[src/rtl/column_vector_collector_if.sv]
// ----------------------------------------------------------------------------
// column_vector_collector_if
//
// Purpose:
//   Bundles the two valid/ready handshakes of the column vector collector.
//   The serial column stream comes in on the in_* signals. The packed row
//   and its sum go out on the out_* signals.
//
// Signals:
//   in_valid    producer -> collector   in_data is valid
//   in_ready    collector -> producer   collector accepts in_data this cycle
//   in_data     producer -> collector   signed column element, DATA_W bits
//   col_index   collector -> producer   slot the next accepted element fills
//   out_valid   collector -> consumer   out_vector/out_sum hold a full row
//   out_ready   consumer -> collector   consumer accepts the row
//   out_vector  collector -> consumer   packed row, slot k at [k*DATA_W +: DATA_W]
//   out_sum     collector -> consumer   signed row sum, DATA_W+IDX_W bits
//
// Modports:
//   master  the environment driving the collector (producer and consumer)
//   slave   the collector itself
// ----------------------------------------------------------------------------
interface column_vector_collector_if #(
    parameter int DATA_W   = 16,
    parameter int NUM_COLS = 3,
    parameter int IDX_W    = 2
);
    logic                         in_valid;
    logic                         in_ready;
    logic [DATA_W-1:0]            in_data;
    logic [IDX_W-1:0]             col_index;
    logic                         out_valid;
    logic                         out_ready;
    logic [NUM_COLS*DATA_W-1:0]   out_vector;
    logic [DATA_W+IDX_W-1:0]      out_sum;

    modport master (
        output in_valid,
        output in_data,
        output out_ready,
        input  in_ready,
        input  col_index,
        input  out_valid,
        input  out_vector,
        input  out_sum
    );

    modport slave (
        input  in_valid,
        input  in_data,
        input  out_ready,
        output in_ready,
        output col_index,
        output out_valid,
        output out_vector,
        output out_sum
    );
endinterface

[src/rtl/column_vector_collector.sv]
// ----------------------------------------------------------------------------
// column_vector_collector
//
// Purpose:
//   Collects a serial stream of per-column elements, NUM_COLS per row, over a
//   valid/ready handshake. Each row is packed into a parallel vector and its
//   signed sum is accumulated as the elements arrive. The finished row is
//   presented over a second valid/ready handshake. While the row is held,
//   accepting the first element of the next row is allowed in the same cycle
//   as the row hand-off, so back-to-back rows flow without a bubble.
//
// Ports:
//   clock    rising-edge clock
//   reset_n  asynchronous reset, active low
//   clear    synchronous clear, active high; beats any accept on the same edge
//   bus      column_vector_collector_if.slave (both handshakes, col_index)
//
// Parameters:
//   DATA_W    signed element width
//   NUM_COLS  columns per row, 2..4
//   IDX_W     column index width, 2**IDX_W >= NUM_COLS
// ----------------------------------------------------------------------------
module column_vector_collector #(
    parameter int DATA_W   = 16,
    parameter int NUM_COLS = 3,
    parameter int IDX_W    = 2
) (
    input  logic                         clock,
    input  logic                         reset_n,
    input  logic                         clear,
    column_vector_collector_if.slave     bus
);

    localparam int SUM_W = DATA_W + IDX_W;
    localparam logic [IDX_W-1:0] LAST_COL = IDX_W'(NUM_COLS - 1);

    typedef enum logic {
        FILL = 1'b0,
        HOLD = 1'b1
    } state_t;

    state_t                   state_reg;
    logic [IDX_W-1:0]         col_index_reg;
    logic                     out_valid_reg;
    logic signed [SUM_W-1:0]  sum_reg;

    logic                     in_ready_int;
    logic                     in_accept;
    logic                     out_accept;
    logic [IDX_W-1:0]         write_slot;
    logic signed [SUM_W-1:0]  in_ext;

    // In HOLD a new element can only enter when the held row leaves in the
    // same cycle, so in_ready follows out_ready there.
    assign in_ready_int = (state_reg == FILL) ? 1'b1 : bus.out_ready;
    assign in_accept    = bus.in_valid && in_ready_int;
    assign out_accept   = out_valid_reg && bus.out_ready;

    // col_index is 0 throughout HOLD, but select slot 0 explicitly so the
    // overlap write does not depend on that invariant.
    assign write_slot   = (state_reg == HOLD) ? '0 : col_index_reg;

    assign in_ext       = {{IDX_W{bus.in_data[DATA_W-1]}}, bus.in_data};

    // ------------------------------------------------------------------------
    // Control FSM, column index, row sum
    // ------------------------------------------------------------------------
    always_ff @(posedge clock or negedge reset_n) begin
        if (!reset_n) begin
            state_reg     <= FILL;
            col_index_reg <= '0;
            out_valid_reg <= 1'b0;
            sum_reg       <= '0;
        end else if (clear) begin
            state_reg     <= FILL;
            col_index_reg <= '0;
            out_valid_reg <= 1'b0;
            sum_reg       <= '0;
        end else begin
            case (state_reg)
                FILL: begin
                    if (in_accept) begin
                        // First column starts a fresh sum, later ones add.
                        if (col_index_reg == '0) begin
                            sum_reg <= in_ext;
                        end else begin
                            sum_reg <= sum_reg + in_ext;
                        end
                        if (col_index_reg == LAST_COL) begin
                            col_index_reg <= '0;
                            state_reg     <= HOLD;
                            out_valid_reg <= 1'b1;
                        end else begin
                            col_index_reg <= col_index_reg + IDX_W'(1);
                        end
                    end
                end
                HOLD: begin
                    if (out_accept) begin
                        out_valid_reg <= 1'b0;
                        state_reg     <= FILL;
                        // Overlapped accept: the new element is column 0 of
                        // the next row.
                        if (in_accept) begin
                            sum_reg       <= in_ext;
                            col_index_reg <= IDX_W'(1);
                        end
                    end
                end
                default: begin
                    state_reg     <= FILL;
                    col_index_reg <= '0;
                    out_valid_reg <= 1'b0;
                end
            endcase
        end
    end

    // ------------------------------------------------------------------------
    // Row slots: one register per column, written when its index is selected
    // ------------------------------------------------------------------------
    genvar gi;
    generate
        for (gi = 0; gi < NUM_COLS; gi++) begin : g_slot
            logic [DATA_W-1:0] slot_reg;

            always_ff @(posedge clock or negedge reset_n) begin
                if (!reset_n) begin
                    slot_reg <= '0;
                end else if (clear) begin
                    slot_reg <= '0;
                end else if (in_accept && (write_slot == IDX_W'(gi))) begin
                    slot_reg <= bus.in_data;
                end
            end

            assign bus.out_vector[gi*DATA_W +: DATA_W] = slot_reg;
        end
    endgenerate

    assign bus.in_ready  = in_ready_int;
    assign bus.col_index = col_index_reg;
    assign bus.out_valid = out_valid_reg;
    assign bus.out_sum   = sum_reg;

endmodule

[src/flat_wrapper.sv]
// flat-port wrapper written by rule: the top's interface ports become plain ports
module column_vector_collector_flat 
#(
    parameter int DATA_W   = 16,
    parameter int NUM_COLS = 3,
    parameter int IDX_W    = 2
)
  (clock, reset_n, clear, bus_in_valid, bus_in_data, bus_out_ready, bus_in_ready, bus_col_index, bus_out_valid, bus_out_vector, bus_out_sum);
  column_vector_collector_if #(.DATA_W(DATA_W), .NUM_COLS(NUM_COLS), .IDX_W(IDX_W)) bus_i ();
  input  logic clock;
  input  logic reset_n;
  input  logic clear;
  input wire logic [$bits(bus_i.in_valid)-1:0] bus_in_valid;
  input wire logic [$bits(bus_i.in_data)-1:0] bus_in_data;
  input wire logic [$bits(bus_i.out_ready)-1:0] bus_out_ready;
  output wire logic [$bits(bus_i.in_ready)-1:0] bus_in_ready;
  output wire logic [$bits(bus_i.col_index)-1:0] bus_col_index;
  output wire logic [$bits(bus_i.out_valid)-1:0] bus_out_valid;
  output wire logic [$bits(bus_i.out_vector)-1:0] bus_out_vector;
  output wire logic [$bits(bus_i.out_sum)-1:0] bus_out_sum;
  assign bus_i.in_valid = bus_in_valid;
  assign bus_i.in_data = bus_in_data;
  assign bus_i.out_ready = bus_out_ready;
  assign bus_in_ready = bus_i.in_ready;
  assign bus_col_index = bus_i.col_index;
  assign bus_out_valid = bus_i.out_valid;
  assign bus_out_vector = bus_i.out_vector;
  assign bus_out_sum = bus_i.out_sum;
  column_vector_collector #(.DATA_W(DATA_W), .NUM_COLS(NUM_COLS), .IDX_W(IDX_W)) u_core (.clock(clock), .reset_n(reset_n), .clear(clear), .bus(bus_i));
endmodule
[config.mk]
export PLATFORM = sky130hd
export DESIGN_NAME = column_vector_collector_flat
export DESIGN_NICKNAME = d
export VERILOG_FILES = /design/src/rtl/column_vector_collector_if.sv /design/src/rtl/column_vector_collector.sv /design/src/flat_wrapper.sv
export SDC_FILE = /design/constraint.sdc
export NUM_CORES = 1
export LEC_CHECK = 0
export BUFFER_PORTS_ARGS = -buffer_cell sky130_fd_sc_hd__buf_2
export CELL_PAD_IN_SITES_DETAIL_PLACEMENT = 1
export CELL_PAD_IN_SITES_GLOBAL_PLACEMENT = 1
export CORE_MARGIN = 8
export CORE_UTILIZATION = 40
export CTS_BUF_LIST = sky130_fd_sc_hd__clkbuf_16
export DETAILED_ROUTE_END_ITERATION = 7
export PLACE_DENSITY = 0.81
export SYNTH_ARGS = -nofsm -noshare
export SYNTH_HDL_FRONTEND = slang
export SYNTH_SLANG_ARGS = --single-unit
export TNS_END_PERCENT = 100
[constraint.sdc]
create_clock -name clock -period 6.2 [get_ports clock]
set_input_delay 0.62 -clock clock [delete_from_list [all_inputs] [get_ports clock]]
set_output_delay 0.62 -clock clock [all_outputs]
set_load 0.05 [all_outputs]
# After elaboration in Yosys (flattened, before gate mapping)

Index checks and enable logic that the tools add are counted.

Output and inout port bits: 70
Register bits: 70

Muxes and demuxes: 30
Bitwise gates (word level): 1
Add/sub/neg operators: 2
Equality and inequality tests: 7
Reduce and logical (&&, ||, !) cells: 12

Operator list:

| operator            | number |
|---|---|
| $mux 16             | 6 |
| $mux 18             | 5 |
| $pmux 18 s2         | 1 |
| $add 18x16->18      | 1 |
| $mux 2              | 6 |
| $mux 1              | 9 |
| $ne 3x3->1 const B  | 3 |
| $reduce_and 3->1    | 2 |
| $reduce_bool 2->1   | 3 |
| $logic_and 1x1->1   | 5 |
| $eq 2x2->1 const B  | 2 |
| $logic_not 2->1     | 2 |
| $pmux 1 s2          | 2 |
| $pmux 2 s2          | 1 |
| $ne 3x2->1 const B  | 1 |
| $add 2x1->2 const B | 1 |
| $eq 2x1->1 const B  | 1 |
| $not 1->1           | 1 |

# Depth between registers and ports, before layout

Gate-level depths: netlist (run 1).

Depth in word-level cells: 6
Gate-level depth with buffers: 9

# Worst setup path before layout (run 1)

No wires, ideal clock.

Kind: flip-flop to flip-flop
Start point: register u_core.sum_reg[0], in the netlist u_core.bus.out_sum[0]
End point: register u_core.sum_reg[8], in the netlist u_core.bus.out_sum[8]
Stages on the path, launching flop included: 10
Data required time: 6,074 ps
Period minus slack after synthesis: 2,454 ps
Library setup time: 126 ps
Buffers on the path: 0
Setup slack: 3,746 ps
Data arrival time: 2,328 ps
Cells stage by stage: dfrtp_1 -> ha_1 -> inv_1 -> fa_1 -> nand2b_1 -> a21oi_1 -> nor2_1 -> o21ai_0 -> xor2_1 -> a221o_1

Longest elaborated chain between the ends: 5

Ends and longest elaborated chain:

| element                  | line                           | RTL |
|---|---|---|
| start: declaration       | column_vector_collector.sv:45  | `logic signed [SUM_W-1:0] sum_reg;` |
| start signal: assignment | column_vector_collector.sv:85  | `sum_reg <= in_ext;` |
| start signal: assignment | column_vector_collector.sv:87  | `sum_reg <= sum_reg + in_ext;` |
| start signal: assignment | column_vector_collector.sv:105 | `sum_reg <= in_ext;` |
| $add 18x16->18           | column_vector_collector.sv:87  |  |
| $mux 18                  | column_vector_collector.sv:84  | `if (col_index_reg == '0) begin` |
| $mux 18                  | column_vector_collector.sv:82  | `if (in_accept) begin` |
| $pmux 18 s2              | column_vector_collector.sv:80  | `case (state_reg)` |
| $mux 18                  | column_vector_collector.sv:74  | `end else if (clear) begin` |

Every way passes these cells. The select of a mux whose other input is x is not followed.
A chain may end at the register's enable or synchronous reset.

# Worst setup path after layout (run 1)

Start point: register u_core.sum_reg[0], in the netlist u_core.bus.out_sum[0]
End point: register u_core.sum_reg[14], in the netlist u_core.bus.out_sum[14]

Same word-level chain as after synthesis.

==> results of run 1 <==
layout by cell type (no fill, tap or decap), drive strengths merged, types with 5 or more instances in the layout:
cell    instances
a31oi           7
xor2            7
ha             17
xnor2           5
buf            95
a21oi          45
o21ai          57
o211ai          5
clkbuf          9
a22o            6
nand2         103
dfrtp          70
nor2           15
nor3           16
inv             9
routing by layer:
| metal | track usage | routed length (um) | share of wire |
|---|---|---|---|
| met2 | 0.3139 | 5831 | 0.47 |
| met4 | 0.06394 | 170 | 0.014 |
| met5 | 0 | 0 | 0 |
| met3 | 0.04120 | 720 | 0.058 |
| met1 | 0.2632 | 5708 | 0.46 |
cell type report:
class / count / area [um^2]
fillers: 1143 / 4592
multi-input cells: 334 / 1931
flip-flops and latches: 70 / 1752
repair buffers: 95 / 488.0
clock buffers: 9 / 225.2
well taps: 129 / 161.4
clock inverters: 7 / 65.06
inverters: 7 / 26.28
power by group through the flow:
stage / sequential (uW) / clock, uW / combinational [uW]
floorplan: 750 / 0 / 309
global placement: 565 / 0 / 655
detailed placement: 566 / 0 / 677
CTS: 559 / 515 / 681
global route: 567 / 534 / 729
finish: 560 / 509 / 681
how the worst min path moves through the flow:
stage                             startpoint                       endpoint  slack, ns  depth (start not counted)
6_report                             reset_n   u_core.g_slot[1].slot_reg[6]       0.47                          2
5_1_grt        u_core.g_slot[1].slot_reg[10]  u_core.g_slot[1].slot_reg[10]       0.50                          2
4_1_cts         u_core.g_slot[0].slot_reg[6]   u_core.g_slot[0].slot_reg[6]       0.48                          2
3_5_place_dp    u_core.g_slot[0].slot_reg[6]   u_core.g_slot[0].slot_reg[6]       0.47                          2
3_3_place_gp    u_core.g_slot[0].slot_reg[8]   u_core.g_slot[0].slot_reg[8]       0.46                          2
2_1_floorplan                        reset_n        u_core.bus.col_index[0]       0.32                          0
per-stage QoR:
stage,utilization,instances
after floorplan,-,435
after global placement,0.4716,635
after detailed placement,0.4716,635
after CTS,0.5030,651
after global routing,0.5030,651
final,0.5030,651
cell families after synthesis:
family / Yosys count / share of synthesized area
mux: 1 / 0.002637
fa+ha+maj: 18 / 0.06130
flops: 70 / 0.4614
xor+xnor: 12 / 0.02769
compound gates: 147 / 0.2350
simple gates: 156 / 0.1793
buf+inv: 31 / 0.03263
==> impl_metrics.py, run 1 <==
metrics = {
    "timing": {
        "final-max-slew-violation-count": 0,
        "final.hold.worst_slack_ns": 0.4732,
        "hold_violations": 0,
        "setup_viol_count_final": 0,
        "fin_worst_skew_ns": 0.004549,
        "post-route-min-period_ns": 2.470,
        "timing.final.ws_setup_ns": 3.730,
        "worst_pin_slew_ns": 1.160,
        "fin_setup_tns_ns": 0,
        "final_period_utilization": 0.3983,
        "grt_setup_unrepaired": "false",
        "slew_headroom": 0.2240,
        "fmax_ghz": 0.4049,
    },
    "power": {
        "p_int_uw": 1012,
        "comb_power_share": 0.389,
        "sw_frac_of_total": 0.4212,
        "ir_drop_mv": 0.1269,
        "pwr_dens_nw_per_um2": 376.3,
        "part_of_the_power_in_registers": 0.320,
        "power.static_leakage_uw": 0.002267,
        "clockPowerShare": 0.291,
        "p_sw_uw": 736.9,
        "design_power_total_uw": 1749,
    },
    "route": {
        "dr.first_iter.drc_count": 238,
        "drt_wl_total_um": 12430,
        "via_count": 3626,
        "drtAntennaViolNets": 0,
        "drt-vias-per-instance": 5.570,
        "drtPass1Iterations": 4,
        "drt-wirelength-per-cell_um": 19.09,
        "remaining_drc_errors": 0,
    },
    "clock_tree": {
        "max-clock-path-buffers": 2,
        "path_clk_slew_ns": 0.06,
        "clock_tree_from_tritoncts": "done",
        "cts_buffers": 9,
        "clock_insertion_delay_worst_skew_ns": 0.33,
        "setup_repair_bufs_after_cts": 0,
        "cts_root_buffer": "sky130_fd_sc_hd__clkbuf_16",
        "post_cts_hold_buffer_count": 0,
        "number_of_instances_resized_during_post_cts_repair": 0,
        "cts.sink_count": 70,
        "h-tree-depth": 3,
    },
    "critical_path": {
        "r2r-start": "u_core.bus.out_sum[0]",
        "cpLargestDelayFamily": "compound AO/OA/AOI/OAI gates",
        "critical_path.n_buffers_inverters": 1,
        "worst-path-max-fanout": 3,
        "reg2reg_depth": 9,
        "cp-start-kind": "flop",
        "crit_path_largest_cell_delay_ns": 0.42,
        "critical_path.endpoint": "u_core.bus.out_sum[14]",
        "worstSetupEndpointType": "flop",
        "ordered_list_of_cells_on_the_worst_path": "ha_1, inv_1, fa_1, nand2b_1, a21oi_1, o211ai_1, a31oi_1, nor3_1, o31ai_1",
        "critPathKind": "flop to flop",
        "crit_path_start": "u_core.bus.out_sum[0]",
        "crit-reg2reg-capture": "u_core.bus.out_sum[14]",
        "critical_path_depth": 9,
        "setup.reg_to_reg.worst_slack_ns": 3.73,
        "critPathRequiredTime_ns": 6.43,
        "cpMaxStageDelayCell": "sky130_fd_sc_hd__dfrtp_1",
        "cp_data_arrival_time_ns": 2.70,
    },
    "synth": {
        "postSynthNetCount": 474,
        "synth_flop_type": "sky130_fd_sc_hd__dfrtp_1",
        "cell_area_synth_um2": 3796,
        "yosysWarnings": 0,
        "synth_top_cell_area_share": 0.4614,
        "synth_async_sr_flop_share": 1.000,
        "synth_cell_types": 51,
        "synth_top_cell_by_area": "sky130_fd_sc_hd__dfrtp_1",
        "synth.ff_latch_count": 70,
        "synthesis.area_per_instance_um2": 8.727,
        "ys_seq_area_frac": 0.4614,
        "most_frequent_cells_after_synthesis": "103 x sky130_fd_sc_hd__nand2_1, 70 x sky130_fd_sc_hd__dfrtp_1, 44 x sky130_fd_sc_hd__a21oi_1",
        "synth_cells": 435,
        "synthTopCellsByArea": "sky130_fd_sc_hd__dfrtp_1 46%, sky130_fd_sc_hd__nand2_1 10%, sky130_fd_sc_hd__a21oi_1 5.8%",
        "number_of_flops_mapped_to_enable_cells_by_yosys": 0,
        "synthMostInstantiatedCell": "sky130_fd_sc_hd__nand2_1",
    },
    "place": {
        "place.gp.congestion": 0.8512,
        "post-dp-hpwl_um": 9132,
        "port_buffer_count": 90,
        "dp_slack_ns": 3.451,
        "postPlaceCellArea_um2": 4358,
    },
    "final_layout": {
        "n_antenna_cell": 0,
        "num-nets-final": 556,
        "drive_above_1_share": 0.2280,
        "final_cell_area_um2": 4648,
        "largest_register_ffs": 48,
        "area_delta_synth_final_pct": 22.45,
    },
    "status": {
        "run_status": "complete, no violations",
    },
    "global_routing": {
        "number_of_antenna_violations_at_the_first_check_in_global_routing": 0,
        "grt_pass1_vias": 3838,
        "largest_net_degree_at_the_start_of_global_routing": 71,
        "globalRouteTotalUtil": 0.1977,
        "grt_first_pass_wirelength_um": 20440,
        "overflow": 0,
    },
    "floorplanning": {
        "io-pin-count": 91,
        "area_of_the_core_region_um2": 9240,
        "dieArea_um2": 12860,
        "rows": 35,
        "start_util": 0.4108,
        "floorplan.die.width_um": 113.4,
        "overall_die_height_um": 113.4,
    },
    "worst_hold_path": {
        "holdCritPathClass": "input pin to async pin",
    },
    "flow_run": {
        "drv.max_cap_violation_count": 0,
    },
}
No activity file was read; power rests on OpenSTA's default activity.
==> run 2: changes to the inputs <==
CORE_UTILIZATION = 36   (was 40)
PLACE_DENSITY = 0.77   (was 0.81)
clock period = 2.25 ns   (was 6.2 ns; I/O delays follow)
==> impl_metrics.py, run 2 (synthesis gave the netlist of run 1 again) <==
metrics = {
    "status": {
        "run_status": "complete, no violations",
    },
    "timing": {
        "slew_headroom": 0.5674,
        "final_period_utilization": 0.9436,
        "post-route-min-period_ns": 2.123,
        "fmax_ghz": 0.4710,
        "final.hold.worst_slack_ns": 0.1627,
        "worst_pin_slew_ns": 0.6490,
        "fin_worst_skew_ns": 0.003418,
        "hold_violations": 0,
        "setup_viol_count_final": 0,
        "final-max-slew-violation-count": 0,
        "fin_setup_tns_ns": 0,
    },
    "place": {
        "post-dp-hpwl_um": 9676,
        "place.gp.congestion": 0.9272,
        "postPlaceCellArea_um2": 4476,
        "port_buffer_count": 90,
    },
    "critical_path": {
        "critPathKind": "flop to flop",
        "ordered_list_of_cells_on_the_worst_path": "ha_4, buf_4, a21oi_1, nand2_1, o211ai_1, a31oi_1, o21a_1, o31ai_2",
        "worst-path-max-fanout": 5,
        "cpMaxStageDelayCell": "sky130_fd_sc_hd__dfrtp_2",
        "worstSetupEndpointType": "flop",
        "critical_path.n_buffers_inverters": 1,
        "crit_path_largest_cell_delay_ns": 0.43,
        "critPathRequiredTime_ns": 2.49,
        "r2r-start": "u_core.bus.out_sum[5]",
        "setup.reg_to_reg.worst_slack_ns": 0.13,
        "cp-start-kind": "flop",
        "cpLargestDelayFamily": "compound AO/OA/AOI/OAI gates",
        "cp_data_arrival_time_ns": 2.37,
        "crit-reg2reg-capture": "u_core.bus.out_sum[14]",
        "reg2reg_depth": 8,
    },
    "clock_tree": {
        "path_clk_slew_ns": 0.06,
        "clock_insertion_delay_worst_skew_ns": 0.33,
        "clock_tree_from_tritoncts": "done",
        "max-clock-path-buffers": 2,
        "h-tree-depth": 3,
        "cts.sink_count": 70,
        "cts_root_buffer": "sky130_fd_sc_hd__clkbuf_16",
        "cts_buffers": 9,
    },
    "final_layout": {
        "most-common-layout-cells": "103 x sky130_fd_sc_hd__nand2_1, 90 x sky130_fd_sc_hd__buf_2, 66 x sky130_fd_sc_hd__dfrtp_1, 39 x sky130_fd_sc_hd__a21oi_1, 30 x sky130_fd_sc_hd__o21ai_0",
        "final_common_cell": "sky130_fd_sc_hd__nand2_1",
        "final_cell_area_um2": 4815,
        "n_antenna_cell": 0,
        "area_delta_synth_final_pct": 26.83,
        "num-nets-final": 568,
        "drive_above_1_share": 0.2720,
        "largest_register_ffs": 48,
    },
    "power": {
        "ir_drop_mv": 0.3022,
        "pwr_dens_nw_per_um2": 1011,
        "design_power_total_uw": 4866,
        "power.static_leakage_uw": 0.002327,
    },
    "route": {
        "dr.first_iter.drc_count": 197,
        "drtAntennaViolNets": 0,
        "drt-vias-per-instance": 5.389,
        "drt_wl_total_um": 12950,
        "via_count": 3605,
        "drt-wirelength-per-cell_um": 19.35,
        "drtPass1Iterations": 4,
        "remaining_drc_errors": 0,
    },
    "global_routing": {
        "largest_net_degree_at_the_start_of_global_routing": 47,
        "grt_pass1_vias": 3840,
        "number_of_antenna_violations_at_the_first_check_in_global_routing": 0,
        "grt_first_pass_wirelength_um": 20740,
        "globalRouteTotalUtil": 0.1829,
        "overflow": 0,
    },
    "floorplanning": {
        "rows": 37,
        "start_util": 0.3694,
        "overall_die_height_um": 118.7,
        "dieArea_um2": 14090,
        "area_of_the_core_region_um2": 10280,
        "floorplan.die.width_um": 118.7,
        "io-pin-count": 91,
    },
    "worst_hold_path": {
        "holdCritPathClass": "input pin to flop",
        "hold_depth": 3,
        "beginning_of_the_worst_hold_path": "bus_in_data[7]",
        "hold-path-endpoint": "u_core.g_slot[2].slot_reg[7]",
    },
    "flow_run": {
        "drv.max_cap_violation_count": 0,
    },
}
run 2: repair_timing:
item                                    in CTS  in global routing
setup buffers                                0                  1
hold buffers                                 1                  0
resized for setup                            0                  9
endpoints found under the setup margin       0                  5
hold endpoints to repair                    24                  0
run 2: worst max path at each step:
| stage | from | endpoint | slack, ns | depth (start not counted) |
|---|---|---|---|---|
| 6_report | u_core.bus.out_sum[5] | u_core.bus.out_sum[14] | 0.13 | 8 |
| 5_1_grt | u_core.bus.out_sum[5] | u_core.bus.out_sum[14] | -0.008 | 8 |
| 4_1_cts | u_core.bus.out_sum[0] | u_core.bus.out_sum[14] | 0.04 | 9 |
| 3_5_place_dp | u_core.bus.out_sum[0] | u_core.bus.out_sum[14] | 0.06 | 9 |
| 3_3_place_gp | bus_in_data[0] | u_core.bus.out_sum[8] | 0.09 | 10 |
| 2_1_floorplan | u_core.bus.out_sum[8] | u_core.bus.out_sum[15] | 0.008 | 7 |
run 2: metal layers:
layer  vias up  GRT usage  wire length [um]
li1       1728          -                 -
met1      1775     0.2172              5779
met2        89     0.3186              6370
met3        13    0.04188               615
met4         0    0.06087               182
met5         -          0                 0
run 2: area by class of cell:
| cell class | instances | area [um^2] |
|---|---|---|
| flip-flops and latches | 70 | 1757 |
| clock buffers | 9 | 225.2 |
| fillers | 1246 | 5463 |
| well taps | 136 | 170.2 |
| repair buffers | 107 | 580.6 |
| multi-input cells | 334 | 2001 |
| inverters | 7 | 26.28 |
| clock inverters | 6 | 55.05 |
run 2: metrics by stage:
stage / worst slack, ns / instances / utilization
6_report: 0.1268 / 669 / 0.4685
5_1_grt: -0.007835 / 669 / 0.4685
3_5_place_dp: 0.05868 / 652 / 0.4355
2_1_floorplan: 0.008277 / 435 / -
4_1_cts: 0.03535 / 668 / 0.4637
3_3_place_gp: 0.09241 / 652 / 0.4355
run 2: where the power goes:
part | internal, uW | switching [uW] | total [uW] | leakage [uW]
combinational | 587 | 1360 | 1950 | 0.00127
clock | 839 | 528 | 1370 | 0.000140
sequential | 1410 | 135 | 1550 | 0.000920
run 2: worst min-delay path, stage by stage:
cell and delay, ns:
sky130_fd_sc_hd__buf_2 0.12, sky130_fd_sc_hd__nand2_1 0.05, sky130_fd_sc_hd__a21oi_1 0.05
==> run 3: changes to the inputs <==
ABC_AREA = 1   (was not set)
==> impl_metrics.py, run 3 <==
metrics = {
    "synth": {
        "ys_seq_area_frac": 0.4345,
        "number_of_flops_mapped_to_enable_cells_by_yosys": 0,
        "synth_cell_types": 40,
        "synth.ff_latch_count": 70,
        "synthTopCellsByArea": "sky130_fd_sc_hd__dfrtp_1 43%, sky130_fd_sc_hd__nand2_1 14%, sky130_fd_sc_hd__ha_1 5.3%",
        "synth_async_sr_flop_share": 1.000,
        "synth_top_cell_area_share": 0.4345,
        "cell_area_synth_um2": 4031,
        "synthesis.area_per_instance_um2": 8.144,
        "synth_cells": 495,
        "synthMostInstantiatedCell": "sky130_fd_sc_hd__nand2_1",
        "synth_flop_type": "sky130_fd_sc_hd__dfrtp_1",
        "yosysWarnings": 0,
        "most_frequent_cells_after_synthesis": "155 x sky130_fd_sc_hd__nand2_1, 70 x sky130_fd_sc_hd__dfrtp_1, 46 x sky130_fd_sc_hd__inv_1",
        "synth_top_cell_by_area": "sky130_fd_sc_hd__dfrtp_1",
        "postSynthNetCount": 534,
    },
    "floorplanning": {
        "floorplan.die.width_um": 121.8,
        "rows": 38,
        "overall_die_height_um": 121.8,
        "start_util": 0.3703,
        "area_of_the_core_region_um2": 10890,
        "dieArea_um2": 14840,
        "io-pin-count": 91,
    },
    "timing": {
        "final_period_utilization": 0.9154,
        "final-max-slew-violation-count": 0,
        "fin_setup_tns_ns": 0,
        "fmax_ghz": 0.4855,
        "hold_violations": 0,
        "fin_worst_skew_ns": 0.007916,
        "post-route-min-period_ns": 2.060,
        "grt_setup_unrepaired": "false",
        "slew_headroom": 0.5202,
        "timing.final.ws_setup_ns": 0.1904,
        "setup_viol_count_final": 0,
        "worst_pin_slew_ns": 0.7196,
    },
    "final_layout": {
        "seqCellArea_um2": 1752,
        "final_cell_area_um2": 4943,
        "num-nets-final": 628,
        "drive_above_1_share": 0.2525,
        "largest_register_ffs": 48,
        "most-common-layout-cells": "155 x sky130_fd_sc_hd__nand2_1, 90 x sky130_fd_sc_hd__buf_2, 70 x sky130_fd_sc_hd__dfrtp_1, 46 x sky130_fd_sc_hd__inv_1, 39 x sky130_fd_sc_hd__nand3_1",
        "finalNonFillerCells": 734,
        "final_common_cell": "sky130_fd_sc_hd__nand2_1",
        "area_delta_synth_final_pct": 22.63,
        "area_used_by_multi_input_combinational_logic_um2": 1991,
        "n_antenna_cell": 0,
        "num-fill-cells": 1353,
    },
    "critical_path": {
        "worst-path-max-fanout": 3,
        "reg2reg_depth": 11,
        "crit_path_largest_cell_delay_ns": 0.44,
        "critPathRequiredTime_ns": 2.47,
        "critical_path.endpoint": "u_core.bus.out_sum[12]",
        "cp_common_cell": "sky130_fd_sc_hd__nand2_1",
        "critical_path_depth": 11,
        "cpMaxStageDelayCell": "sky130_fd_sc_hd__fa_1",
        "ordered_list_of_cells_on_the_worst_path": "ha_1, inv_1, fa_1, o21ai_2, nand2_1, nand2_1, a21oi_1, nand2_1, nand3_1, nand2_1, nand2_1",
        "crit_path_start": "u_core.bus.out_sum[0]",
        "critPathKind": "flop to flop",
        "critical_path.n_buffers_inverters": 1,
        "cpLargestDelayFamily": "adder cells",
        "crit-reg2reg-capture": "u_core.bus.out_sum[12]",
        "cp-start-kind": "flop",
        "setup.reg_to_reg.worst_slack_ns": 0.19,
        "r2r-start": "u_core.bus.out_sum[0]",
        "cp_data_arrival_time_ns": 2.28,
        "worstSetupEndpointType": "flop",
    },
    "status": {
        "run_status": "complete, no violations",
    },
    "worst_hold_path": {
        "hold_depth": 3,
        "holdCritPathClass": "input pin to flop",
        "beginning_of_the_worst_hold_path": "bus_in_data[7]",
    },
    "route": {
        "drt-wirelength-per-cell_um": 16.69,
        "drtPass1Iterations": 4,
        "drt-vias-per-instance": 5.044,
        "remaining_drc_errors": 0,
        "via_count": 3702,
        "drt_wl_total_um": 12250,
        "dr.first_iter.drc_count": 193,
        "drtAntennaViolNets": 0,
    },
    "power": {
        "power.static_leakage_uw": 0.002758,
        "pwr_dens_nw_per_um2": 1020,
        "ir_drop_mv": 0.3863,
    },
    "global_routing": {
        "grt_first_pass_wirelength_um": 19980,
        "number_of_antenna_violations_at_the_first_check_in_global_routing": 0,
        "grt_pass1_vias": 3886,
        "largest_net_degree_at_the_start_of_global_routing": 71,
        "overflow": 0,
        "globalRouteTotalUtil": 0.1701,
    },
    "flow_run": {
        "drv.max_cap_violation_count": 0,
    },
    "clock_tree": {
        "max-clock-path-buffers": 2,
        "cts_buffers": 9,
        "clock_tree_from_tritoncts": "done",
        "cts_root_buffer": "sky130_fd_sc_hd__clkbuf_16",
        "cts.sink_count": 70,
        "path_clk_slew_ns": 0.06,
        "h-tree-depth": 3,
        "setup_repair_bufs_after_cts": 0,
        "clock_insertion_delay_worst_skew_ns": 0.34,
    },
    "place": {
        "place.gp.congestion": 0.8746,
        "postPlaceCellArea_um2": 4616,
        "post-dp-hpwl_um": 9427,
        "dp.cells": 717,
        "port_buffer_count": 90,
        "dp_slack_ns": 0.1747,
    },
}
[run 3: cell count changes after synthesis, sizes merged, moves of 6 or more]
cell    before  now
nand2      103  159
inv          7   53
nand3        4   39
nor2        15   35
a21oi       45   27
o21ai       57   40
clkbuf      18    2
mux2         0   15
nor3        16    2
a31oi        7    0
a22o         6    0
[run 3: repair_timing]
action	4_1_cts	5_1_grt
resized for setup	0	1
setup endpoints to repair	0	2
hold buffers	1	0
endpoints found under the hold margin	70	0
[run 3: tightest hold or removal path, delay by kind of cell]
kind                   cells  cell delay (ns)
AOI/OAI and AO/OA          1             0.10
and+or+nand+nor            1             0.06
buffers and inverters      1             0.13
[run 3: worst min-delay path by stage]
stage	end	slack (ns)
2_1_floorplan	u_core.bus.col_index[0]	-0.07
4_1_cts	u_core.bus.out_sum[7]	0.19
5_1_grt	u_core.bus.out_sum[7]	0.24
3_5_place_dp	u_core.bus.out_sum[2]	0.28
6_report	u_core.bus.out_sum[7]	0.21
3_3_place_gp	u_core.bus.out_sum[1]	0.28
[run 3: cells by family after synthesis]
kind of cell,synth area share
AO/OA/AOI/OAI,0.1127
buffers and inverters,0.07263
multiplexers,0.04935
flip-flops,0.4345
XOR/XNOR,0.01304
adder cells (fa/ha/maj),0.05773
AND/OR/NAND/NOR,0.2601
[run 3: layout make-up]
cell class / count / share of cell area
multi-input combinational: 359 / 0.4027
sequential: 70 / 0.3543
timing repair buffer: 96 / 0.1033
clock inverter: 7 / 0.01797
inverter: 53 / 0.04075
clock buffer: 9 / 0.04556
tap: 140 / 0.03543
[run 3: power by group]
part / switching (uW) / internal (uW) / total [uW]
logic: 1440 / 538 / 1980
registers: 127 / 1420 / 1550
clock network: 550 / 962 / 1510
total: 2120 / 2920 / 5040
[run 3: layer usage]
metal	wire (um)	global-route usage	vias to the layer above
li1	-	-	1799
met1	5307	0.2018	1827
met2	6248	0.2942	61
met3	452	0.02869	15
met4	246	0.07941	0
met5	0	0	-
[run 3: per-stage QoR]
stage | util | hold slack (ns) | power, uW
6_report | 0.4540 | 0.2112 | 5043
5_1_grt | 0.4540 | 0.2370 | 5334
4_1_cts | 0.4537 | 0.1937 | 5083
3_5_place_dp | 0.4239 | 0.2849 | 3548
3_3_place_gp | 0.4239 | 0.2777 | 3495
2_1_floorplan | - | -0.07059 | 3028
